File: src/rtl/instr_sequencer.sv
// Multi-cycle fetch/decode/execute/writeback sequencer for the 16-bit datapath.
// Drives the ALU opcode/operand interface, writes results back and keeps the status flags.
module instr_sequencer #(
    parameter int unsigned          DATA_W   = 16,
    parameter logic [DATA_W-1:0]    PC_RESET = '0
) (
    input  logic              i_clk,
    input  logic              i_reset,
    output logic              o_mem_rd_en,
    output logic [DATA_W-1:0] o_mem_addr,
    input  logic [DATA_W-1:0] i_mem_rdata,
    input  logic              i_mem_valid,
    output logic [3:0]        o_rf_ra,
    output logic [3:0]        o_rf_rb,
    input  logic [DATA_W-1:0] i_rf_rdata_a,
    input  logic [DATA_W-1:0] i_rf_rdata_b,
    output logic              o_rf_we,
    output logic [3:0]        o_rf_wa,
    output logic [DATA_W-1:0] o_rf_wdata,
    output logic [DATA_W-1:0] o_alu_a,
    output logic [DATA_W-1:0] o_alu_b,
    output logic [7:0]        o_alu_op,
    input  logic [DATA_W-1:0] i_alu_c,
    input  logic [4:0]        i_alu_flags,
    output logic [4:0]        o_flags,
    output logic [DATA_W-1:0] o_pc,
    output logic              o_halted,
    input  logic              i_go
);

    typedef enum logic [2:0] {
        S_FETCH,
        S_DECODE,
        S_EXECUTE,
        S_WRITEBACK,
        S_HALT
    } state_t;

    typedef enum logic [2:0] {
        C_NOP,
        C_ALU,
        C_CMP,
        C_MOV,
        C_IMM,
        C_BR
    } cls_t;

    localparam logic [DATA_W-1:0] ONE = DATA_W'(1);

    state_t            r_state;
    state_t            w_state_nxt;
    cls_t              r_cls;
    cls_t              w_cls;
    logic [DATA_W-1:0] r_pc;
    logic [DATA_W-1:0] r_ir;
    logic [4:0]        r_flags;
    logic [DATA_W-1:0] r_opa;
    logic [DATA_W-1:0] r_opb;
    logic [7:0]        r_alu_op;
    logic [DATA_W-1:0] r_res;
    logic [4:0]        r_fl;

    logic [3:0]        w_op;
    logic [3:0]        w_ext;
    logic [DATA_W-1:0] w_sext;
    logic [DATA_W-1:0] w_zext;
    logic [DATA_W-1:0] w_opb;
    logic [7:0]        w_alu_op;
    logic              w_taken;
    logic              w_z, w_c, w_f, w_n, w_l;

    assign w_op   = r_ir[15:12];
    assign w_ext  = r_ir[7:4];
    assign w_sext = {{(DATA_W-8){r_ir[7]}}, r_ir[7:0]};
    assign w_zext = {{(DATA_W-8){1'b0}}, r_ir[7:0]};

    assign {w_z, w_c, w_f, w_n, w_l} = r_flags;

    // Class and second operand; MOVI/LUI park their write data in operand b
    always_comb begin
        w_cls    = C_NOP;
        w_alu_op = '0;
        w_opb    = i_rf_rdata_b;
        unique case (w_op)
            4'h0: begin
                if (w_ext == 4'hD) begin
                    w_cls = C_MOV;
                end else begin
                    w_cls    = (w_ext == 4'hB) ? C_CMP : C_ALU;
                    w_alu_op = {w_op, w_ext};
                end
            end
            4'h8: begin
                w_cls    = C_ALU;
                w_alu_op = {w_op, w_ext};
            end
            4'h5, 4'h7, 4'h9: begin
                w_cls    = C_ALU;
                w_alu_op = {4'h0, w_op};
                w_opb    = w_sext;
            end
            4'hB: begin
                w_cls    = C_CMP;
                w_alu_op = {4'h0, w_op};
                w_opb    = w_sext;
            end
            4'h1, 4'h2, 4'h3, 4'h6: begin
                w_cls    = C_ALU;
                w_alu_op = {4'h0, w_op};
                w_opb    = w_zext;
            end
            4'hD: begin
                w_cls = C_IMM;
                w_opb = w_zext;
            end
            4'hF: begin
                w_cls = C_IMM;
                w_opb = w_zext << 8;
            end
            4'hC: w_cls = C_BR;
            default: w_cls = C_NOP;
        endcase
    end

    always_comb begin
        case (r_ir[11:8])
            4'h0: w_taken = w_z;
            4'h1: w_taken = !w_z;
            4'h2: w_taken = w_c;
            4'h3: w_taken = !w_c;
            4'h4: w_taken = w_l;
            4'h5: w_taken = !w_l;
            4'h6: w_taken = w_n;
            4'h7: w_taken = !w_n;
            4'h8: w_taken = w_f;
            4'h9: w_taken = !w_f;
            4'hA: w_taken = !w_l && !w_z;
            4'hB: w_taken = w_l || w_z;
            4'hC: w_taken = !w_n && !w_z;
            4'hD: w_taken = w_n || w_z;
            4'hE: w_taken = 1'b1;
            default: w_taken = 1'b0;
        endcase
    end

    always_ff @(posedge i_clk) begin
        if (i_reset) begin
            r_state <= S_FETCH;
        end else begin
            r_state <= w_state_nxt;
        end
    end

    // Strobes are masked while reset is high so nothing escapes in the reset cycle
    always_comb begin
        w_state_nxt = r_state;
        o_mem_rd_en = 1'b0;
        o_rf_we     = 1'b0;
        o_halted    = 1'b0;
        unique case (r_state)
            S_FETCH: begin
                o_mem_rd_en = !i_reset;
                if (i_mem_valid) begin
                    w_state_nxt = S_DECODE;
                end
            end
            S_DECODE: begin
                w_state_nxt = (r_ir == '0) ? S_HALT : S_EXECUTE;
            end
            S_EXECUTE: begin
                w_state_nxt = S_WRITEBACK;
            end
            S_WRITEBACK: begin
                o_rf_we = !i_reset &&
                          (r_cls == C_ALU || r_cls == C_MOV || r_cls == C_IMM);
                w_state_nxt = S_FETCH;
            end
            S_HALT: begin
                o_halted = 1'b1;
                if (i_go) begin
                    w_state_nxt = S_FETCH;
                end
            end
            default: w_state_nxt = S_FETCH;
        endcase
    end

    always_ff @(posedge i_clk) begin
        if (i_reset) begin
            r_pc     <= PC_RESET;
            r_ir     <= '0;
            r_flags  <= '0;
            r_opa    <= '0;
            r_opb    <= '0;
            r_alu_op <= '0;
            r_res    <= '0;
            r_fl     <= '0;
            r_cls    <= C_NOP;
        end else begin
            unique case (r_state)
                S_FETCH: begin
                    if (i_mem_valid) begin
                        r_ir <= i_mem_rdata;
                    end
                end
                S_DECODE: begin
                    r_opa    <= i_rf_rdata_a;
                    r_opb    <= w_opb;
                    r_alu_op <= w_alu_op;
                    r_cls    <= w_cls;
                end
                S_EXECUTE: begin
                    r_res <= i_alu_c;
                    r_fl  <= i_alu_flags;
                end
                S_WRITEBACK: begin
                    if (r_cls == C_ALU || r_cls == C_CMP) begin
                        r_flags <= r_fl;
                    end
                    if (r_cls == C_BR && w_taken) begin
                        r_pc <= r_pc + w_sext;
                    end else begin
                        r_pc <= r_pc + ONE;
                    end
                end
                S_HALT: begin
                    if (i_go) begin
                        r_pc <= r_pc + ONE;
                    end
                end
                default: ;
            endcase
        end
    end

    assign o_mem_addr = r_pc;
    assign o_pc       = r_pc;
    assign o_rf_ra    = r_ir[11:8];
    assign o_rf_rb    = r_ir[3:0];
    assign o_rf_wa    = r_ir[11:8];
    assign o_rf_wdata = (r_cls == C_ALU) ? r_res : r_opb;
    assign o_alu_a    = r_opa;
    assign o_alu_b    = r_opb;
    assign o_alu_op   = r_alu_op;
    assign o_flags    = r_flags;

endmodule

File: config.mk
export PLATFORM = sky130hd
export DESIGN_NAME = instr_sequencer
export DESIGN_NICKNAME = d
export VERILOG_FILES = /design/src/rtl/instr_sequencer.sv
export SDC_FILE = /design/constraint.sdc
export NUM_CORES = 1
export LEC_CHECK = 0
export BUFFER_PORTS_ARGS = -buffer_cell sky130_fd_sc_hd__buf_2
export CAP_MARGIN = 20
export CORE_UTILIZATION = 45
export DETAILED_ROUTE_END_ITERATION = 10
export PLACE_DENSITY = 0.82
export SLEW_MARGIN = 40
export SYNTH_ARGS = -nofsm -noshare
export SYNTH_HDL_FRONTEND = slang
export SYNTH_SLANG_ARGS = --single-unit
File: constraint.sdc
create_clock -name i_clk -period 2.4 [get_ports i_clk]
set_clock_uncertainty 0.1 [all_clocks]
set_input_delay 0.36 -clock i_clk [delete_from_list [all_inputs] [get_ports i_clk]]
set_output_delay 0.36 -clock i_clk [all_outputs]
set_load 0.1 [all_outputs]
==> results of run 1 <==
-- final timing paths --
kind,startpoint,endpoint,slack (ns),depth (start not counted)
worst min register to register,r_res[1]$_SDFFE_PP0P_,r_res[1]$_SDFFE_PP0P_,0.35,2
worst max register to register,r_ir[0]$_SDFFE_PP0P_,o_mem_addr[14]$_SDFFE_PP0P_,0.12,10
worst min-delay path,i_mem_rdata[7],r_ir[7]$_SDFFE_PP0P_,0.14,3
worst max-delay path,r_cls[0]$_SDFFE_PP0N_,o_rf_wdata[4],0.06,4
-- cell families after synthesis --
| family | count (synthesis) |
|---|---|
| AO/OA/AOI/OAI | 189 |
| adder cells (fa/ha/maj) | 17 |
| XOR/XNOR | 17 |
| AND/OR/NAND/NOR | 287 |
| buffers and inverters | 91 |
| flip-flops | 104 |
| multiplexers | 29 |
-- state kept, by name, indices dropped and copies added, names as in the netlist --
| signal | flops |
|---|---|
| o_alu_a | 16 |
| o_alu_b | 16 |
| o_alu_op | 8 |
| o_flags | 5 |
| o_mem_addr | 16 |
| r_cls | 3 |
| r_fl | 5 |
| r_ir | 16 |
| r_res | 16 |
| r_state | 3 |
-- where the power goes --
part / internal [mW] / switching, mW / total (mW)
logic: 0.391 / 1.32 / 1.71
clock network: 0.843 / 0.683 / 1.53
registers: 1.83 / 0.101 / 1.93
total: 3.06 / 2.10 / 5.16
-- final cells by class --
type	instances	area [um2]	area share [%]
clock buffer	10	239.0	3.273
clock inverter	5	62.56	0.8568
inverter	12	50.05	0.6854
multi-input combinational	539	3318	45.44
sequential	104	2133	29.22
tap	168	210.2	2.879
timing repair buffer	229	1289	17.65
-- metrics by stage --
step                      setup slack, ns  hold WS (ns)  std cells  util [%]
after floorplan                  -0.05327        0.3329        734         -
after global placement             0.1104        0.3391       1051     56.71
after detailed placement          0.03510        0.3391       1051     56.73
after CTS                         0.01507        0.1333       1066     59.20
after global routing             -0.02334        0.1290       1067     59.80
final                             0.06246        0.1406       1067     59.80
-- per-layer routing --
layer	share of wire, %	GRT usage [%]
met5	0	0
met4	2.5	9.610
met3	7.2	6.220
met2	47	40.08
met1	43	34.02
-- worst max-delay path, delay by kind of cell (launching register included) --
| kind | cells | cell delay [ns] |
|---|---|---|
| buf+inv | 2 | 0.51 |
| flops | 1 | 0.43 |
| simple gates | 1 | 0.23 |
| mux | 1 | 0.35 |
-- layout by cell type (no fill, tap or decap), types with 11 or more instances in the layout --
cell,instances
a211oi_1,12
a21oi_1,84
a22oi_1,11
buf_2,175
buf_4,49
dfxtp_1,79
dfxtp_2,17
ha_1,15
inv_1,11
mux2_2,19
nand2_1,131
nand3_1,22
nor2_1,54
nor3_1,22
o21ai_0,15
xor2_1,11
-- timing repair --
item,4_1_cts,5_1_grt
buffers inserted,0,1
resized for setup,0,19
endpoints found under the setup margin,0,23
hold buffers,0,0
==> impl_results.md, run 1 <==
* Leakage power at 3.287 nW
* Number of flops mapped to enable cells by yosys at 0
* Antenna violations before repair at 0
* Hold crit path type: primary input to flop
* Worst-path clk slew at 0.07 ns
* Synth unique cells at 63
* Clock Path Buffers at 2
* Syn avg cell area at 7.836 um2
* #FFs+latches synth at 104
* Worst setup SP type: flop
* HPWL Detailed at 12410 um
* Layout cells sized above 1 at 34.59%
* # setup viols final at 0
* Vias at 5920
* CP cell instances: nor3b_2, buf_6, mux2_2, buf_2
* Final nets at 985
* Worst Tran Pin Value at 0.7079 ns
* Status: finished, final reports clean
* H-tree levels at 3
* Core ar. at 0.01221 mm2
* PD cells at 707.3 mW/mm2
* Main combinational cell family by area after synthesis: simple AND/OR/NAND/NOR gates
* Ys async rst share at 0%
* Simple-gate share of the synthesized area at 22.65%
* Synth Instances at 734
* Fill count at 1148
* Mapped cell area at 0.005752 mm2
* Synth area leader: dfxtp_1
* Sink Count at 104
* Site Rows at 40
* Top-area cell type share of the netlist area at 36.20%
* Slew margin rel. at 52.67%
* Die width at 115.1 um
* Drt via density at 5.548
* Max-slew violation count at 0
* Critical path class: flop to output pin
* Max cap viols at 0
* Clock root buffer: clkbuf_16
* Post-layout minimum cycle time at 2.338 ns
* First-pass detailed-route iteration total at 5
* Sequential area share after synthesis at 36.20%
* Post-route DRC at 0
* Port Buffers at 180
* Design Power at 5.164 mW
* Wire length of the first global-routing pass at 26580 um
* Total GRT Usage at 25.56%
* Max stage delay on crit path at 0.43 ns
* Clk_lat worst skew at 0.35 ns
* Synth Warn # at 0
* Top cells by count, synth: 131 x nand2_1, 104 x dfxtp_1, 86 x a21oi_1
* Slowest-stage cell, CP: dfxtp_1
* Ports at 181
* Compound-gate portion of the synthesized area at 20.93%
* Congestion Overflow GR at 0
* Post-Synth Adder-Cell Area at 3.829%
* Top post-synthesis cells by area: dfxtp_1 36%, nand2_1 8.5%, a21oi_1 7.5%
* Placer congestion estimate at 0.8793
* Initial DRC count at 578
* Area of the die at 0.01324 mm2
* Fmax at 427.8 MHz
* Maximum VDD drop at 0.0005281 V
* CP Max Fanout at 16
* Hold Violations, Final at 0
* Cts bufs inserted at 9
* Crit end category: output pin
* Die height at 115.1 um
* CP arrival at 1.88 ns
* Finished layout cell area at 0.007302 mm2
* Drt total wl at 17020 um
* Synthesized net count at 824
* Count leader, synth: nand2_1
* Mux contribution to synthesized area at 5.547%
* Top FF cell, synth: dfxtp_1
* Final ANT Viol Nets at 0
* N_diodes at 0
* Largest net degree at the start of global routing at 55
* Area grow syn2layout at 26.95%
* Routed wire length per instance at 15.95 um
* Worst path required time at 1.94 ns
* Tcrit/Tclk final at 97.40%
* Placed Area at 0.006928 mm2
* Fin Setup TNS at 0 ns
* Starting Density at 47.10%
* Synth Area in XOR/XNOR at 2.589%
* TritonCTS clock tree: built
* Number of global-route vias before repair at 5256
Note: power is estimated with default switching activity, not from simulation.
==> run 2, diff against run 1 <==
--- a/config.mk
+++ b/config.mk
@@ -7,9 +7,9 @@
 export LEC_CHECK = 0
 export BUFFER_PORTS_ARGS = -buffer_cell sky130_fd_sc_hd__buf_2
 export CAP_MARGIN = 20
-export CORE_UTILIZATION = 45
+export CORE_UTILIZATION = 40
 export DETAILED_ROUTE_END_ITERATION = 10
-export PLACE_DENSITY = 0.82
+export PLACE_DENSITY = 0.75
 export SLEW_MARGIN = 40
 export SYNTH_ARGS = -nofsm -noshare
 export SYNTH_HDL_FRONTEND = slang
==> impl_results.md, run 2 (same netlist as run 1, synthesis figures left out) <==
* H-tree levels at 3 (unchanged)
* Max cap viols at 0 (unchanged)
* Clock root buffer: clkbuf_16 (unchanged)
* Most common cell after layout, fill and taps aside: buf_2 (unchanged)
* CP cell instances: buf_6, buf_4, and4_1, a211oi_2, o41a_1, a22oi_2, buf_4, and3_1, a221oi_1, o22ai_1 (was nor3b_2, buf_6, mux2_2, buf_2)
* # setup viols final at 0 (unchanged)
* Number of global-route vias before repair at 5118 (was 5256)
* Final nets at 982 (was 985)
* Largest net degree at the start of global routing at 47 (was 55)
* Sink Count at 104 (unchanged)
* Placed Instances at 1059 (was 1051)
* Post-layout minimum cycle time at 2.331 ns (was 2.338 ns)
* Clk_lat worst skew at 0.35 ns (about the same)
* Worst-path clk slew at 0.07 ns (about the same)
* Area grow syn2layout at 26.95% (unchanged)
* Vias at 5754 (was 5920)
* Die width at 121.9 um (was 115.1 um)
* Post-route DRC at 0 (unchanged)
* Routed wire length per instance at 15.19 um (was 15.95 um)
* Hold crit path type: primary input to flop (unchanged)
* Critical path class: flop to flop (was flop to output pin)
* Antenna violations before repair at 0 (unchanged)
* N_diodes at 0 (unchanged)
* Cts bufs inserted at 9 (unchanged)
* First-pass detailed-route iteration total at 5 (unchanged)
* Wire length of the first global-routing pass at 25340 um (was 26580 um)
* Top delay family on crit path: compound AO/OA/AOI/OAI gates (was buffers and inverters)
* Max-slew violation count at 0 (unchanged)
* Layout cells sized above 1 at 33.89% (was 34.59%)
* Setup slack after placement at 0.06333 ns (was 0.03510 ns)
* Fin cells at 1077 (was 1067)
* Placed Area at 0.006940 mm2 (was 0.006928 mm2)
* Tcrit/Tclk final at 97.13% (was 97.40%)
* Max stage delay on crit path at 0.33 ns (was 0.43 ns)
* Area of the die at 0.01486 mm2 (was 0.01324 mm2)
* Leakage power at 3.268 nW (was 3.287 nW)
* Maximum VDD drop at 0.0003505 V (was 0.0005281 V)
* Fmax at 429.0 MHz (was 427.8 MHz)
* Final ANT Viol Nets at 0 (unchanged)
* Slowest-stage cell, CP: dfxtp_2 (was dfxtp_1)
* Commonest cells after routing, fill and taps aside: 162 x buf_2, 131 x nand2_1, 85 x a21oi_1 (was 175 x buf_2, 131 x nand2_1, 84 x a21oi_1)
* Status: finished, final reports clean (unchanged)
* Hold Violations, Final at 0 (unchanged)
* Post-CTS Hold Buffers at 0 (unchanged)
* Core ar. at 0.01393 mm2 (was 0.01221 mm2)
* Placer congestion estimate at 0.8994 (was 0.8793)
* Site Rows at 43 (was 40)
* TritonCTS clock tree: built (unchanged)
* Total GRT Usage at 21.66% (was 25.56%)
* CP Max Fanout at 7 (was 16)
* Crit end category: flop (was output pin)
* HPWL Detailed at 11900 um (was 12410 um)
* Ports at 181 (unchanged)
* Design Power at 5.056 mW (was 5.164 mW)
* Die height at 121.9 um (was 115.1 um)
* Most used cell, CP: buf_4
* Slew margin rel. at 50.53% (was 52.67%)
* Port Buffers at 180 (unchanged)
* Finished layout cell area at 0.007302 mm2 (unchanged)
* Drt via density at 5.343 (was 5.548)
* Worst path required time at 2.52 ns (was 1.94 ns)
* Worst setup SP type: flop (unchanged)
* CP arrival at 2.45 ns (was 1.88 ns)
* Final WS setup at 0.06882 ns (was 0.06246 ns)
* Clock Path Buffers at 2 (unchanged)
* RSZ-0062 raised after global routing: true
* Initial DRC count at 288 (was 578)
* Starting Density at 41.28% (was 47.10%)
* WP buf/inv at 3 (was 2)
* PD cells at 692.4 mW/mm2 (was 707.3 mW/mm2)
* Congestion Overflow GR at 0 (unchanged)
* Fin Setup TNS at 0 ns (unchanged)
* Drt total wl at 16360 um (was 17020 um)
* Worst Tran Pin Value at 0.7386 ns (was 0.7079 ns)
run 2: worst paths after layout:
check	startpoint	slack, ns	to	depth (start not counted)
min	i_rf_rdata_a[7]	0.14	o_alu_a[7]$_SDFFE_PP0N_	3
max	r_ir[9]$_SDFFE_PP0P_	0.07	o_mem_addr[15]$_SDFFE_PP0P_	10
max reg2reg	r_ir[9]$_SDFFE_PP0P_	0.07	o_mem_addr[15]$_SDFFE_PP0P_	10
min reg2reg	o_alu_a[6]$_SDFFE_PP0N_	0.35	o_alu_a[6]$_SDFFE_PP0N_	2
run 2: worst min-delay path, stage by stage:
cell     delay, ns
buf_2         0.09
nand2_1       0.04
a21oi_1       0.05
run 2: layout make-up:
class	count	area, um2
Tap cell	180	225.2
Sequential cell	104	2131
Inverter	12	50.05
Clock inverter	5	37.54
Multi-Input combinational cell	539	3292
Timing Repair Buffer	226	1324
Clock buffer	11	242.7
Fill cell	1360	6633
run 2: power breakdown:
part,internal [mW],switching (mW),total [mW]
combinational,0.398,1.31,1.70
clock,0.742,0.686,1.43
sequential,1.83,0.0962,1.92
run 2: per-stage QoR:
step | hold slack [ns] | util [%]
finish | 0.1367 | 52.40
global route | 0.1357 | 52.40
CTS | 0.1321 | 51.82
detailed placement | 0.3412 | 49.81
global placement | 0.3387 | 49.79
floorplan | 0.3329 | -
run 2: timing repair:
action                                  CTS  global route
gates resized for setup                   0            38
setup buffers                             0             2
endpoints found under the setup margin    0            21
run 2: per-layer routing:
| layer | global-route usage (%) | up-vias | wire length [um] |
|---|---|---|---|
| li1 | - | 2906 | - |
| met1 | 29.71 | 2670 | 7552 |
| met2 | 33.65 | 159 | 7649 |
| met3 | 4.307 | 19 | 823 |
| met4 | 7.485 | 0 | 331 |
| met5 | 0 | - | 0 |
==> run 3, diff against run 2 <==
--- a/config.mk
+++ b/config.mk
@@ -5,11 +5,13 @@
 export SDC_FILE = /design/constraint.sdc
 export NUM_CORES = 1
 export LEC_CHECK = 0
+export ABC_AREA = 1
 export BUFFER_PORTS_ARGS = -buffer_cell sky130_fd_sc_hd__buf_2
 export CAP_MARGIN = 20
 export CORE_UTILIZATION = 40
 export DETAILED_ROUTE_END_ITERATION = 10
-export PLACE_DENSITY = 0.75
+export PLACE_DENSITY = 0.72
+export RECOVER_POWER = 50
 export SLEW_MARGIN = 40
 export SYNTH_ARGS = -nofsm -noshare
 export SYNTH_HDL_FRONTEND = slang
==> constraint.sdc (replaced) <==
create_clock -name i_clk -period 2.6 [get_ports i_clk]
set_clock_uncertainty 0.1 [all_clocks]
set_input_delay 0.39 -clock i_clk [delete_from_list [all_inputs] [get_ports i_clk]]
set_output_delay 0.39 -clock i_clk [all_outputs]
set_load 0.1 [all_outputs]
==> impl_results.md, run 3 <==
* Site Rows at 44 (was 43)
* Port Buffers at 180 (unchanged)
* Most common cell after layout, fill and taps aside: nand2_1 (was buf_2)
* First-pass detailed-route iteration total at 7 (was 5)
* Crit end category: output pin (was flop)
* #FFs+latches synth at 104 (unchanged)
* Synthesized net count at 992 (was 824)
* Synth Instances at 902 (was 734)
* Commonest cells after routing, fill and taps aside: 212 x nand2_1, 110 x inv_1, 104 x buf_2 (was 162 x buf_2, 131 x nand2_1, 85 x a21oi_1)
* Status: finished, violations left (was finished, final reports clean)
* Max-slew violation count at 0 (unchanged)
* Synth area leader: dfxtp_1 (unchanged)
* Starting Density at 41.17% (was 41.28%)
* N_diodes at 0 (unchanged)
* Placer congestion estimate at 0.9192 (was 0.8994)
* Post-route DRC at 12 (was 0)
* Tcrit/Tclk final at 89.95%
* Die width at 124.8 um (was 121.9 um)
* Total GRT Usage at 22.97% (was 21.66%)
* Hold crit path type: primary input to flop (unchanged)
* Clock Path Buffers at 2 (unchanged)
* Area grow syn2layout at 23.03% (was 26.95%)
* PD cells at 748.8 mW/mm2 (was 692.4 mW/mm2)
* TritonCTS clock tree: built (unchanged)
* Leakage power at 3.548 nW (was 3.268 nW)
* Area of the die at 0.01557 mm2 (was 0.01486 mm2)
* CP Max Fanout at 25 (was 7)
* Largest net degree at the start of global routing at 40 (was 47)
* Fmax at 427.6 MHz
* Syn avg cell area at 6.685 um2 (was 7.836 um2)
* Hold Violations, Final at 0 (unchanged)
* Hold Crit Depth at 3 (unchanged)
* Wire length of the first global-routing pass at 28630 um (was 25340 um)
* Worst setup SP type: flop (unchanged)
* Drt total wl at 17560 um (was 16360 um)
* Worst-path clk slew at 0.07 ns (about the same)
* # setup viols final at 0 (unchanged)
* Top-area cell type share of the netlist area at 34.53% (was 36.20%)
* Drt via density at 5.081 (was 5.343)
* Clk_lat worst skew at 0.35 ns (about the same)
* HPWL Detailed at 13300 um (was 11900 um)
* Ys async rst share at 0% (unchanged)
* Initial DRC count at 417 (was 288)
* Post-CTS Hold Buffers at 0 (unchanged)
* Antenna violations before repair at 0 (unchanged)
* Cts bufs inserted at 9 (unchanged)
* Routed wire length per instance at 14.21 um (was 15.19 um)
* Vias at 6275 (was 5754)
* CP arrival at 1.85 ns (was 2.45 ns)
* Final ANT Viol Nets at 0 (unchanged)
* Hold WS at 0.1562 ns (was 0.1367 ns)
* Mapped cell area at 0.006030 mm2 (was 0.005752 mm2)
* Synth unique cells at 38 (was 63)
* Clock root buffer: clkbuf_16 (unchanged)
* Sink Count at 104 (unchanged)
* Critical path class: flop to output pin (was flop to flop)
* Die height at 124.8 um (was 121.9 um)
* Sequential area share after synthesis at 34.53% (was 36.20%)
* Post-layout minimum cycle time at 2.339 ns
* Slew margin rel. at 20.72% (was 50.53%)
* Number of global-route vias before repair at 5721 (was 5118)
* Core ar. at 0.01464 mm2 (was 0.01393 mm2)
* Congestion Overflow GR at 0 (unchanged)
* Ports at 181 (unchanged)
* Failing checks: design-rule violations
* Number of flops mapped to enable cells by yosys at 0 (unchanged)
* Top FF cell, synth: dfxtp_1 (unchanged)
* Worst Tran Pin Value at 1.189 ns (was 0.7386 ns)
* Synth Warn # at 0 (unchanged)
* H-tree levels at 3 (unchanged)
* Core Util, Final at 50.66% (was 52.40%)
* Reg2reg path depth at 11 (was 10)
* Final nets at 1136 (was 982)
* Top post-synthesis cells by area: dfxtp_1 35%, nand2_1 13%, o21ai_0 7.8% (was dfxtp_1 36%, nand2_1 8.5%, a21oi_1 7.5%)
* Top cells by count, synth: 212 x nand2_1, 111 x inv_1, 104 x dfxtp_1 (was 131 x nand2_1, 104 x dfxtp_1, 86 x a21oi_1)
* Max cap viols at 0 (unchanged)
* Fin Setup TNS at 0 ns (unchanged)
* # Post-CTS Setup Buffers at 0 (unchanged)
* Post-CTS sizing at 0 (unchanged)
* RSZ-0062 raised after global routing: false (was true)
* Worst path required time at 2.11 ns (was 2.52 ns)
* Layout cells sized above 1 at 17.41% (was 33.89%)
* Maximum VDD drop at 0.0005349 V (was 0.0003505 V)
* Count leader, synth: nand2_1 (unchanged)
run 3: cell types whose count changed in the layout (fill, tap and decap cells not counted), sizes merged, moves of 31 or more:
cell,delta
o21ai,+84
nand2,+85
buf,-87
clkbuf,+56
inv,+99
nand3,+31
run 3: where the power goes:
part | switching, mW | internal, mW | total (mW)
Combinational | 1.73 | 0.502 | 2.23
Sequential | 0.151 | 1.74 | 1.89
Clock | 0.661 | 0.767 | 1.43
Total | 2.54 | 3.01 | 5.55
run 3: layout make-up:
cell class | count | area [um2]
multi-input cells | 622 | 3168
clock inverters | 7 | 90.09
well taps | 184 | 230.2
repair buffers | 197 | 1200
flip-flops and latches | 104 | 2085
fillers | 1501 | 7226
inverters | 112 | 420.4
clock buffers | 9 | 225.2
run 3: final timing paths:
check	slack (ns)	startpoint	to
max	0.26	r_cls[2]$_SDFFE_PP0N_	o_rf_wdata[12]
min	0.16	i_alu_c[12]	r_res[12]$_SDFFE_PP0P_
max reg2reg	0.31	r_ir[0]$_SDFFE_PP0P_	o_mem_addr[12]$_SDFFE_PP0P_
min reg2reg	0.35	r_res[6]$_SDFFE_PP0P_	r_res[6]$_SDFFE_PP0P_
run 3: logic make-up (layout without fill, tap and decap cells):
logic type / after synthesis / after routing / share of synthesized area (%)
muxes: 7 / 7 / 1.307
AOI/OAI and AO/OA: 208 / 208 / 17.70
adders and majority gates: 17 / 17 / 3.652
xor gates and xnor gates: 17 / 17 / 2.469
DFF: 104 / 104 / 34.53
buffers and inverters: 176 / 325 / 13.24
and+or+nand+nor: 373 / 373 / 27.10
run 3: metal layers:
layer  up-vias  GRT usage (%)  part of all wire [%]
met4         0          8.206                   2.5
met2       208          36.38                    45
met3        33          5.584                   7.2
met5         -              0                     0
met1      2839          30.23                    45
li1       3195              -                     -
run 3: critical path, stage by stage (launching register included):
cell and delay (ns):
dfxtp_1 0.44, inv_1 0.09, nand3_1 0.09, buf_4 0.29
mux2_2 0.40, buf_12 0.17
run 3: per-stage QoR:
step                instances  area, um2  power [mW]  setup WS (ns)
finish                   1235       7418       5.555         0.2613
global route             1235       7418       5.795         0.1393
CTS                      1235       7500       5.610         0.2564
floorplan                 902       6051       3.668        -0.1307
global placement         1219       7184       4.162         0.3350
detailed placement       1219       7184       4.176         0.3671
